<file path="config.mk">
export PLATFORM = sky130hd
export DESIGN_NAME = cell_in_buffer
export DESIGN_NICKNAME = d
export VERILOG_FILES = /design/src/rtl/cell_in_buffer_pkg.sv /design/src/rtl/cell_in_buffer_bank.sv /design/src/rtl/cell_in_buffer.sv
export SDC_FILE = /design/constraint.sdc
export NUM_CORES = 1
export LEC_CHECK = 0
export ABC_AREA = 1
export ABC_CLOCK_PERIOD_IN_PS = 2200
export CAP_MARGIN = 25
export CORE_MARGIN = 1.5
export CORE_UTILIZATION = 30
export DETAILED_ROUTE_END_ITERATION = 16
export GPL_TIMING_DRIVEN = 0
export PLACE_DENSITY = 0.44
export SETUP_SLACK_MARGIN = 0.05
export SYNTH_ARGS = -nofsm -noshare
export SYNTH_HDL_FRONTEND = slang
export SYNTH_SLANG_ARGS = --single-unit
</file>
<file path="constraint.sdc">
create_clock -name sys_clk -period 2.2 [get_ports sys_clk]
set_clock_uncertainty 0.05 [all_clocks]
set_input_delay 0.33 -clock sys_clk [delete_from_list [all_inputs] [get_ports sys_clk]]
set_output_delay 0.33 -clock sys_clk [all_outputs]
set_load 0.05 [all_outputs]
</file>
<file path="src/rtl/cell_in_buffer_pkg.sv">
// cell_in_buffer_pkg: bank state encoding and gate index constants shared by the gate buffer
package cell_in_buffer_pkg;

    typedef enum logic [1:0] {
        BANK_EMPTY,
        BANK_FILLING,
        BANK_FULL,
        BANK_DRAINING
    } bank_state_t;

    localparam int GATE_I = 0;
    localparam int GATE_F = 1;
    localparam int GATE_G = 2;
    localparam int GATE_O = 3;

    function automatic logic bank_open(input bank_state_t s);
        return s == BANK_EMPTY || s == BANK_FILLING;
    endfunction

endpackage

</file>
<file path="src/rtl/cell_in_buffer_bank.sv">
// cell_bank: one ping-pong bank holding a timestep of gate pre-activations, its fill count and state
module cell_bank
    import cell_in_buffer_pkg::*;
#(
    parameter int ELEMENT_BITS = 8,
    parameter int FEATURES     = 4,
    parameter int FEATURE_BITS = 4
) (
    input  logic                    sys_clk,
    input  logic                    reset,
    input  logic                    clear,
    input  logic                    we,
    input  logic [FEATURE_BITS-1:0] wr_addr,
    input  logic [ELEMENT_BITS-1:0] wr_data,
    input  logic                    start_drain,
    input  logic                    finish_drain,
    input  logic [FEATURE_BITS-1:0] rd_feature,
    output bank_state_t             state,
    output logic                    last_write,
    output logic [ELEMENT_BITS-1:0] rd_i,
    output logic [ELEMENT_BITS-1:0] rd_f,
    output logic [ELEMENT_BITS-1:0] rd_g,
    output logic [ELEMENT_BITS-1:0] rd_o
);

    localparam int M     = 4 * FEATURES;
    localparam int DEPTH = 1 << FEATURE_BITS;

    logic [ELEMENT_BITS-1:0] mem [DEPTH];
    logic [FEATURE_BITS-1:0] count, count_next;
    bank_state_t             state_next;

    // the write that completes the bank is the M-th accepted strobe, regardless of address
    assign last_write = count == FEATURE_BITS'(M - 1);

    always_comb begin
        state_next = state;
        count_next = count;
        if (we) begin
            count_next = last_write ? '0 : count + 1'b1;
            state_next = last_write ? BANK_FULL : BANK_FILLING;
        end else if (start_drain && state == BANK_FULL)
            state_next = BANK_DRAINING;
        else if (finish_drain && state == BANK_DRAINING)
            state_next = BANK_EMPTY;
    end

    always_ff @(posedge sys_clk) begin
        if (reset || clear) begin
            state <= BANK_EMPTY;
            count <= '0;
        end else begin
            state <= state_next;
            count <= count_next;
        end
    end

    always_ff @(posedge sys_clk)
        if (we) mem[wr_addr] <= wr_data;

    assign rd_i = mem[FEATURE_BITS'(GATE_I * FEATURES) + rd_feature];
    assign rd_f = mem[FEATURE_BITS'(GATE_F * FEATURES) + rd_feature];
    assign rd_g = mem[FEATURE_BITS'(GATE_G * FEATURES) + rd_feature];
    assign rd_o = mem[FEATURE_BITS'(GATE_O * FEATURES) + rd_feature];

endmodule

</file>
<file path="src/rtl/cell_in_buffer.sv">
// cell_in_buffer: ping-pong buffer turning systolic gate outputs into per-feature i/f/g/o quadruples
module cell_in_buffer
    import cell_in_buffer_pkg::*;
#(
    parameter int ELEMENT_BITS = 8,
    parameter int FEATURES     = 4,
    parameter int FEATURE_BITS = 4
) (
    input  logic                    sys_clk,
    input  logic                    reset,
    input  logic [ELEMENT_BITS-1:0] load_data,
    input  logic [FEATURE_BITS-1:0] load_address,
    input  logic                    load_we,
    input  logic                    clear,
    output logic [ELEMENT_BITS-1:0] gate_i,
    output logic [ELEMENT_BITS-1:0] gate_f,
    output logic [ELEMENT_BITS-1:0] gate_g,
    output logic [ELEMENT_BITS-1:0] gate_o,
    output logic [FEATURE_BITS-1:0] feature_idx,
    output logic                    out_valid,
    input  logic                    out_ready,
    output logic                    last,
    output logic                    load_full,
    output logic                    err
);

    localparam int M = 4 * FEATURES;

    bank_state_t             st [2];
    logic [ELEMENT_BITS-1:0] rd_i [2];
    logic [ELEMENT_BITS-1:0] rd_f [2];
    logic [ELEMENT_BITS-1:0] rd_g [2];
    logic [ELEMENT_BITS-1:0] rd_o [2];
    logic [1:0]              last_write, bank_we, start_drain, finish_drain;
    logic                    wr_bank, rd_bank, next_rd_bank;
    logic                    addr_ok, accept, handshake, finish, chain, start, load;
    logic [FEATURE_BITS-1:0] next_feature;

    for (genvar b = 0; b < 2; b++) begin : g_bank
        cell_bank #(
            .ELEMENT_BITS(ELEMENT_BITS),
            .FEATURES    (FEATURES),
            .FEATURE_BITS(FEATURE_BITS)
        ) u_bank (
            .sys_clk     (sys_clk),
            .reset       (reset),
            .clear       (clear),
            .we          (bank_we[b]),
            .wr_addr     (load_address),
            .wr_data     (load_data),
            .start_drain (start_drain[b]),
            .finish_drain(finish_drain[b]),
            .rd_feature  (next_feature),
            .state       (st[b]),
            .last_write  (last_write[b]),
            .rd_i        (rd_i[b]),
            .rd_f        (rd_f[b]),
            .rd_g        (rd_g[b]),
            .rd_o        (rd_o[b])
        );
    end

    // both banks share one read address; the bank that will own the next quadruple is muxed afterwards
    always_comb begin
        addr_ok      = {1'b0, load_address} < (FEATURE_BITS + 1)'(M);
        accept       = load_we && !clear && addr_ok && bank_open(st[wr_bank]);
        handshake    = out_valid && out_ready;
        finish       = handshake && last;
        chain        = finish && st[!rd_bank] == BANK_FULL;
        start        = !out_valid && st[rd_bank] == BANK_FULL;
        load         = start || (handshake && !last) || chain;
        next_rd_bank = finish ? !rd_bank : rd_bank;
        next_feature = (handshake && !last) ? feature_idx + 1'b1 : '0;
        bank_we      = accept ? (wr_bank ? 2'b10 : 2'b01) : 2'b00;
        finish_drain = finish ? (rd_bank ? 2'b10 : 2'b01) : 2'b00;
        start_drain  = start ? (rd_bank ? 2'b10 : 2'b01) : chain ? (rd_bank ? 2'b01 : 2'b10) : 2'b00;
    end

    always_ff @(posedge sys_clk) begin
        if (reset) begin
            wr_bank     <= 1'b0;
            rd_bank     <= 1'b0;
            feature_idx <= '0;
            out_valid   <= 1'b0;
            last        <= 1'b0;
            err         <= 1'b0;
            gate_i      <= '0;
            gate_f      <= '0;
            gate_g      <= '0;
            gate_o      <= '0;
        end else if (clear) begin
            wr_bank     <= 1'b0;
            rd_bank     <= 1'b0;
            feature_idx <= '0;
            out_valid   <= 1'b0;
            last        <= 1'b0;
        end else begin
            if (accept && last_write[wr_bank]) wr_bank <= !wr_bank;
            if (load_we && !accept) err <= 1'b1;
            rd_bank <= next_rd_bank;
            if (load) begin
                out_valid   <= 1'b1;
                feature_idx <= next_feature;
                last        <= next_feature == FEATURE_BITS'(FEATURES - 1);
                gate_i      <= rd_i[next_rd_bank];
                gate_f      <= rd_f[next_rd_bank];
                gate_g      <= rd_g[next_rd_bank];
                gate_o      <= rd_o[next_rd_bank];
            end else if (finish) begin
                out_valid <= 1'b0;
                last      <= 1'b0;
            end
        end
    end

    assign load_full = !bank_open(st[0]) && !bank_open(st[1]);

endmodule

</file>
==> run summary, run 1 <==
status: finished with violations
failing checks: setup timing
number of synthesized flops with an enable pin: 256
CP peak stage delay: 0.38 ns
ratio of cells with drive above 1 in the final layout: 0.300
Die H: 224 um
critical path required time: 2.64 ns
die width: 224 um
internal power: 9.70 mW
Slew @ Worst Pin: 0.998 ns
asr flop ratio synth: 0
IO buf count: 55
Final Hold Vio Count: 0
Synth cell types: 30
area grow syn2layout: 34.2%
syn_area_per_cell: 9.20 um^2
Hold Crit Class: in2reg
antenna violations before repair: 0
clock slew at reported path FFs: 0.06 ns
Seq/Total Area, Yosys: 0.597
fin area: 19700 um^2
# Max-Cap Violations: 0
CTS Buf Count: 37
HPWL after detailed placement: 37700 um
placed insts: 2268
largest family of logic cells by synthesized area: simple AND/OR/NAND/NOR gates
Ys Warns: 0
Critical Path Start Type: flop
die area: 50200 um^2
Routability Congestion: 0.922
Site Rows: 80
post-synthesis register bit count: 309
top cells by area, synth: edfxtp_1, nand3_1, nand2_1, dfxtp_1, inv_1
Fill cells: 4614
RSZ-0062 raised after global routing: true
count leader, synth: nand3_1
CP Cell Sequence: ha_4, xor2_2, nand2_4, buf_6, buf_8, ha_4, buf_12, clkinv_8, clkbuf_16, nand3_4, nand3_4, nand3_2, nand2_1, inv_1
Commonest cells post-synth: nand3_1, nand2_1, edfxtp_1, inv_1, nor2_1
Clock Path Buffers: 3
final worst path period share: 1.03
Synth Net Count: 1616
Overflow after GRT: 0
post-route ant nets: 0
post-synthesis compound-gate area fraction: 0.0141
top-area cell type share of the netlist area: 0.525
post-synthesis mux area share: 0
initial core utilization: 0.306
Final WS setup: -0.0698 ns
fin. max-slew vios: 0
CTS tree: built
# diodes: 0
Detailed Route WL: 52200 um
Cell Count, Final, Fillers Out: 2361
post-synthesis cell count: 1593
Clk network pwr share: 0.463
Critical-path top delay cell: dfxtp_4
Worst Path Arrival: 2.71 ns
top_reg_cell synth: edfxtp_1
initial DRC count: 886
min Tclk post-route: 2.27 ns
leakage: 7.67 nW
Global Route Usage Sum: 0.207
CTS sink cnt: 309
Final nets: 1746
largest fanout on the critical path: 7
Worst-Skew Late Latency: 0.56 ns
Remaining DRCs: 0
Final Hold Slack: 0.165 ns
Max Freq: 0.441 GHz
Post-Synth XOR/XNOR Area: 0.000598
I/O pin total: 57
CTS H-Tree Depth: 2
sequential share of power: 0.516
critical path class: reg2reg
pwr dens: 626 nW/um^2
Final setup viols: 14
first-pass GRT wire length: 75000 um
switching power: 2.60 mW
detailed-router iteration count before antenna repair: 7
Avg WL per Cell: 22.1 um
Worst slew margin: 0.332
sw frac: 0.211
vias per cell: 5.00
Placeable Area: 47900 um^2
largest net degree at the start of global routing: 33
CTS root buf: clkbuf_16
post-synthesis adder-cell area fraction: 0.00512
Logic pwr share: 0.021
Synth area leader: edfxtp_1
simple-gate portion of the synthesized area: 0.316
Cell Area, Synth: 14700 um^2
vias in the first global route: 10900
via count: 11800
CP Capture Type: flop
Placed Area: 16200 um^2
VDD IR max: 0.000483 V
registers in the layout, indices dropped and copies added, names as in the netlist:
signal / flops
g_bank.u_bank.mem: 256
g_bank.u_bank.count: 8
gate_f: 8
gate_g: 8
gate_i: 8
gate_o: 8
feature_idx: 4
g_bank.u_bank.state: 4
err: 1
last: 1
out_valid: 1
rd_bank: 1
wr_bank: 1
per-stage QoR:
stage,setup TNS (ns),setup slack [ns],util,power (mW)
finish,-0.353,-0.0698,0.410,12.3
global route,-2.84,-0.110,0.410,12.7
CTS,-4.17,-0.0867,0.383,12.5
floorplan,0,0.0450,-,6.53
detailed placement,-233.13,-1.06,0.338,6.70
global placement,-243.03,-1.05,0.336,6.68
worst paths after layout:
check                                              end  slack, ns  cells after the start                        start
worst max register to register  gate_o[2]$_SDFFE_PP0P_      -0.07                     14  feature_idx[1]$_SDFFE_PP0P_
worst max-delay path            gate_o[2]$_SDFFE_PP0P_      -0.07                     14  feature_idx[1]$_SDFFE_PP0P_
worst min register to register        err$_SDFFE_PP0P_       0.40                      2             err$_SDFFE_PP0P_
worst min-delay path            gate_o[7]$_SDFFE_PP0P_       0.16                      4                        reset
layout make-up:
cell class | instances | area, um^2 | area share
clock inverter | 16 | 109 | 0.00554
multi-input combinational | 1053 | 6540 | 0.332
tap | 615 | 769 | 0.0391
sequential | 309 | 8760 | 0.446
buffer | 96 | 893 | 0.0454
inverter | 133 | 523 | 0.0266
clock buffer | 46 | 990 | 0.0503
timing repair buffer | 93 | 1080 | 0.0550
metal layers:
metal / wire length (um) / share of wire / vias to the layer above / track usage
met5: 0 / 0 / - / 0
met4: 1890 / 0.036 / 0 / 0.0732
li1: - / - / 5697 / -
met3: 2820 / 0.054 / 80 / 0.0336
met1: 24500 / 0.47 / 5669 / 0.296
met2: 23000 / 0.44 / 350 / 0.316
critical path, delay by kind of cell, from the launching register on:
kind | cells | cell delay (ns)
simple gates | 5 | 0.48
buf+inv | 6 | 0.66
fa+ha+maj | 2 | 0.44
flops | 1 | 0.38
xor+xnor | 1 | 0.18
what timing repair did:
| action | 4_1_cts | 5_1_grt |
|---|---|---|
| pin swaps | 26 | 42 |
| cloned | 5 | 1 |
| setup endpoints to repair | 294 | 206 |
| buffers inserted | 11 | 15 |
| hold buffers | 0 | 0 |
| gates resized for setup | 225 | 271 |
layout by cell type, fill, tap and decap left out, drive strengths merged, types with 2 or more instances in the layout:
cell and n:
a21oi 18, inv 132, buf 99, clkinvlp 2, nor2 123, dlygate4sd2 5, dfxtp 53, nand2 298
o21ai 15, clkdlybuf4s50 46, ha 6, clkbuf 83, clkinv 14, o21bai 2, nand3 521, edfxtp 256
or2 62, nor4 2
cell families (layout without fill, tap and decap cells):
group,Yosys count,in the layout
AND/OR/NAND/NOR,1008,1008
flip-flops,309,309
AO/OA/AOI/OAI,38,38
XOR/XNOR,1,1
adder cells (fa/ha/maj),6,6
buffers and inverters,231,384
power groups by stage:
| stage | Sequential, mW | Clock, mW | Combinational, mW |
|---|---|---|---|
| 2_1_floorplan | 6.47 | 0 | 0.0577 |
| 3_3_place_gp | 6.48 | 0 | 0.204 |
| 3_5_place_dp | 6.47 | 0 | 0.228 |
| 4_1_cts | 6.35 | 5.86 | 0.243 |
| 5_1_grt | 6.35 | 6.07 | 0.274 |
| 6_report | 6.35 | 5.70 | 0.254 |
No activity file was read; power rests on OpenSTA's default activity.
==> inputs of run 2 (changes only) <==
--- a/config.mk
+++ b/config.mk
@@ -8,7 +8,6 @@
 export ABC_AREA = 1
 export ABC_CLOCK_PERIOD_IN_PS = 2200
 export CAP_MARGIN = 25
-export CORE_MARGIN = 1.5
 export CORE_UTILIZATION = 30
 export DETAILED_ROUTE_END_ITERATION = 16
 export GPL_TIMING_DRIVEN = 0
==> run 2 against run 1 <==
Against the previous run: the flow still finishes with violations (setup timing); setup slack improved by 0.036 ns; highest routed layer unchanged; combinational power fell by 2%; flip-flop and latch count did not move; largest cell class unchanged; register-to-register slack gained 0.04 ns; sequential share of layout area grew 0.61 points.
==> run summary, run 2 (synthesis results as in run 1) <==
status: finished with violations
failing checks: setup timing
critical path required time: 2.59 ns (-0.05 ns)
clock slew at reported path FFs: 0.06 ns (about the same)
most flop-heavy register: g_bank.u_bank.mem
Routability Congestion: 0.958 (+3.9%)
# diodes: 0 (unchanged)
CTS H-Tree Depth: 2 (unchanged)
internal power: 9.71 mW (about the same)
Detailed Route WL: 51400 um (-1.4%)
min Tclk post-route: 2.23 ns (-0.0361 ns)
Clock Path Buffers: 3 (unchanged)
largest fanout on the critical path: 7 (unchanged)
Critical-path top delay cell: dfxtp_4
RSZ-0062 raised after global routing: true
Worst Path Arrival: 2.63 ns (-0.08 ns)
pre-CTS WS: -1.01 ns (+0.0500 ns)
Site Rows: 80 (unchanged)
ratio of cells with drive above 1 in the final layout: 0.287 (-0.0133)
largest net degree at the start of global routing: 33 (unchanged)
Logic pwr share: 0.020 (about the same)
final worst path period share: 1.02 (-0.0164)
placed insts: 2270 (+0.088%)
Fill cells: 4686 (+1.6%)
Final WS setup: -0.0337 ns (+0.0361 ns)
Remaining DRCs: 0 (unchanged)
Max Freq: 0.448 GHz (+1.6%)
Die H: 223 um (-0.45%)
leakage: 7.56 nW (-1.4%)
vias per cell: 4.98 (-0.31%)
fin. max-slew vios: 0 (unchanged)
Clk network pwr share: 0.463 (about the same)
CTS sink cnt: 309 (unchanged)
Slew @ Worst Pin: 0.765 ns (-0.234 ns)
Worst slew margin: 0.490 (+0.158)
switching power: 2.56 mW (-1.3%)
most frequent cells in the layout: nand3_1, edfxtp_1, nand2_1
CTS tree: built
area grow syn2layout: 32.4%
critical path class: reg2reg
die width: 223 um (-0.45%)
Final Hold Vio Count: 0 (unchanged)
CP peak stage delay: 0.41 ns (+0.03 ns)
final core occ: 0.405 (-0.00553)
Worst-Skew Late Latency: 0.54 ns (-0.02 ns)
CP Capture Type: flop
CTS Buf Count: 37 (unchanged)
HPWL after detailed placement: 37500 um (-0.41%)
vias in the first global route: 10900 (unchanged)
Overflow after GRT: 0 (unchanged)
Avg WL per Cell: 21.8 um (-1.4%)
max reg flops: 256 (unchanged)
CP Cell Sequence: ha_4, xor2_2, nand2_2, buf_8, buf_12, ha_4, clkbuf_16, nand3_1, nand3_4, nand3_2, nand2_1, inv_1
IO buf count: 55 (unchanged)
Final nets: 1744 (-0.11%)
Global Route Usage Sum: 0.206 (-0.00113)
Hold Crit Class: in2reg
initial core utilization: 0.306 (unchanged)
die area: 49700 um^2 (-0.89%)
CTS root buf: clkbuf_16
post-route ant nets: 0 (unchanged)
I/O pin total: 57 (unchanged)
delay-heaviest family, CP: adder cells
antenna violations before repair: 0 (unchanged)
via count: 11800 (-0.27%)
Critical Path Start Type: flop
Final Hold Slack: 0.160 ns (-0.00474 ns)
most common cell after layout, fill and taps aside: nand3_1
VDD IR max: 0.000407 V (-16%)
first-pass GRT wire length: 74000 um (-1.3%)
initial DRC count: 1080 (+22%)
crit-path most repeated cell: ha_4
Cell Count, Final, Fillers Out: 2362 (+0.042%)
Placeable Area: 47900 um^2 (unchanged)
Final setup viols: 7 (-7)
pwr dens: 633 nW/um^2 (+1.1%)
detailed-router iteration count before antenna repair: 6 (-1)
# Max-Cap Violations: 0 (unchanged)
sequential share of power: 0.517 (about the same)
worst path bufs/invs: 4 (-2)
sw frac: 0.209 (-0.00230)
run 2: changes by cell type in the layout (fill, tap and decap cells not counted), sizes merged:
| cell | previous run | this run |
|---|---|---|
| buf | 99 | 95 |
| clkdlybuf4s15 | 1 | 0 |
| clkdlybuf4s50 | 46 | 47 |
| clkinv | 14 | 19 |
| dlygate4sd2 | 5 | 6 |
| dlymetal6s2s | 1 | 0 |
run 2: power groups by stage:
stage | clock [mW] | combinational [mW] | sequential [mW]
global route | 6.02 | 0.270 | 6.35
CTS | 5.82 | 0.243 | 6.35
finish | 5.68 | 0.250 | 6.35
global placement | 0 | 0.202 | 6.48
floorplan | 0 | 0.0577 | 6.47
detailed placement | 0 | 0.228 | 6.47
run 2: worst register-to-register path: stages (launching register included):
cell	delay [ns]
dfxtp_4	0.41
ha_4	0.15
xor2_2	0.15
nand2_2	0.09
buf_8	0.13
buf_12	0.12
ha_4	0.39
clkbuf_16	0.20
nand3_1	0.13
nand3_4	0.14
nand3_2	0.08
nand2_1	0.06
inv_1	0.03
run 2: metrics by stage:
stage / total power, mW / setup TNS [ns] / instance area, um^2
CTS: 12.4 / -0.273 / 18500
global route: 12.6 / -1.20 / 19400
finish: 12.3 / -0.146 / 19400
floorplan: 6.53 / 0 / 14800
detailed placement: 6.70 / -229.24 / 16200
global placement: 6.68 / -243.77 / 16100
run 2: final timing paths:
kind / from / endpoint / slack, ns / depth (start not counted)
setup / recovery: feature_idx[0]$_SDFFE_PP0P_ / gate_o[0]$_SDFFE_PP0P_ / -0.03 / 12
setup reg to reg: feature_idx[0]$_SDFFE_PP0P_ / gate_o[0]$_SDFFE_PP0P_ / -0.03 / 12
hold reg to reg: g_bank[1].u_bank.count[3]$_SDFFE_PP0P_ / g_bank[1].u_bank.count[3]$_SDFFE_PP0P_ / 0.40 / 1
hold / removal: reset / gate_f[7]$_SDFFE_PP0P_ / 0.16 / 4
run 2: what timing repair did:
action	in CTS	in global routing
setup endpoints to repair	284	102
gates resized for setup	241	207
hold buffers	0	0
pin swaps	32	27
buffers inserted	11	11
cloned	4	3
hold endpoints to repair	0	0
run 2: layer usage:
metal	global-route usage	wire [um]
met5	0	0
met4	0.0734	1800
met3	0.0335	2860
met2	0.315	22800
met1	0.292	24000
run 2: cell type report:
class	instances	area [um^2]	share of cell area
well taps	615	769	0.0397
multi-input cells	1053	6280	0.324
clock inverters	20	119	0.00613
plain buffers	96	905	0.0466
flip-flops and latches	309	8760	0.452
inverters	133	522	0.0269
repair buffers	90	1050	0.0540
repair inverters	1	7.51	0.000387
clock buffers	45	990	0.0510
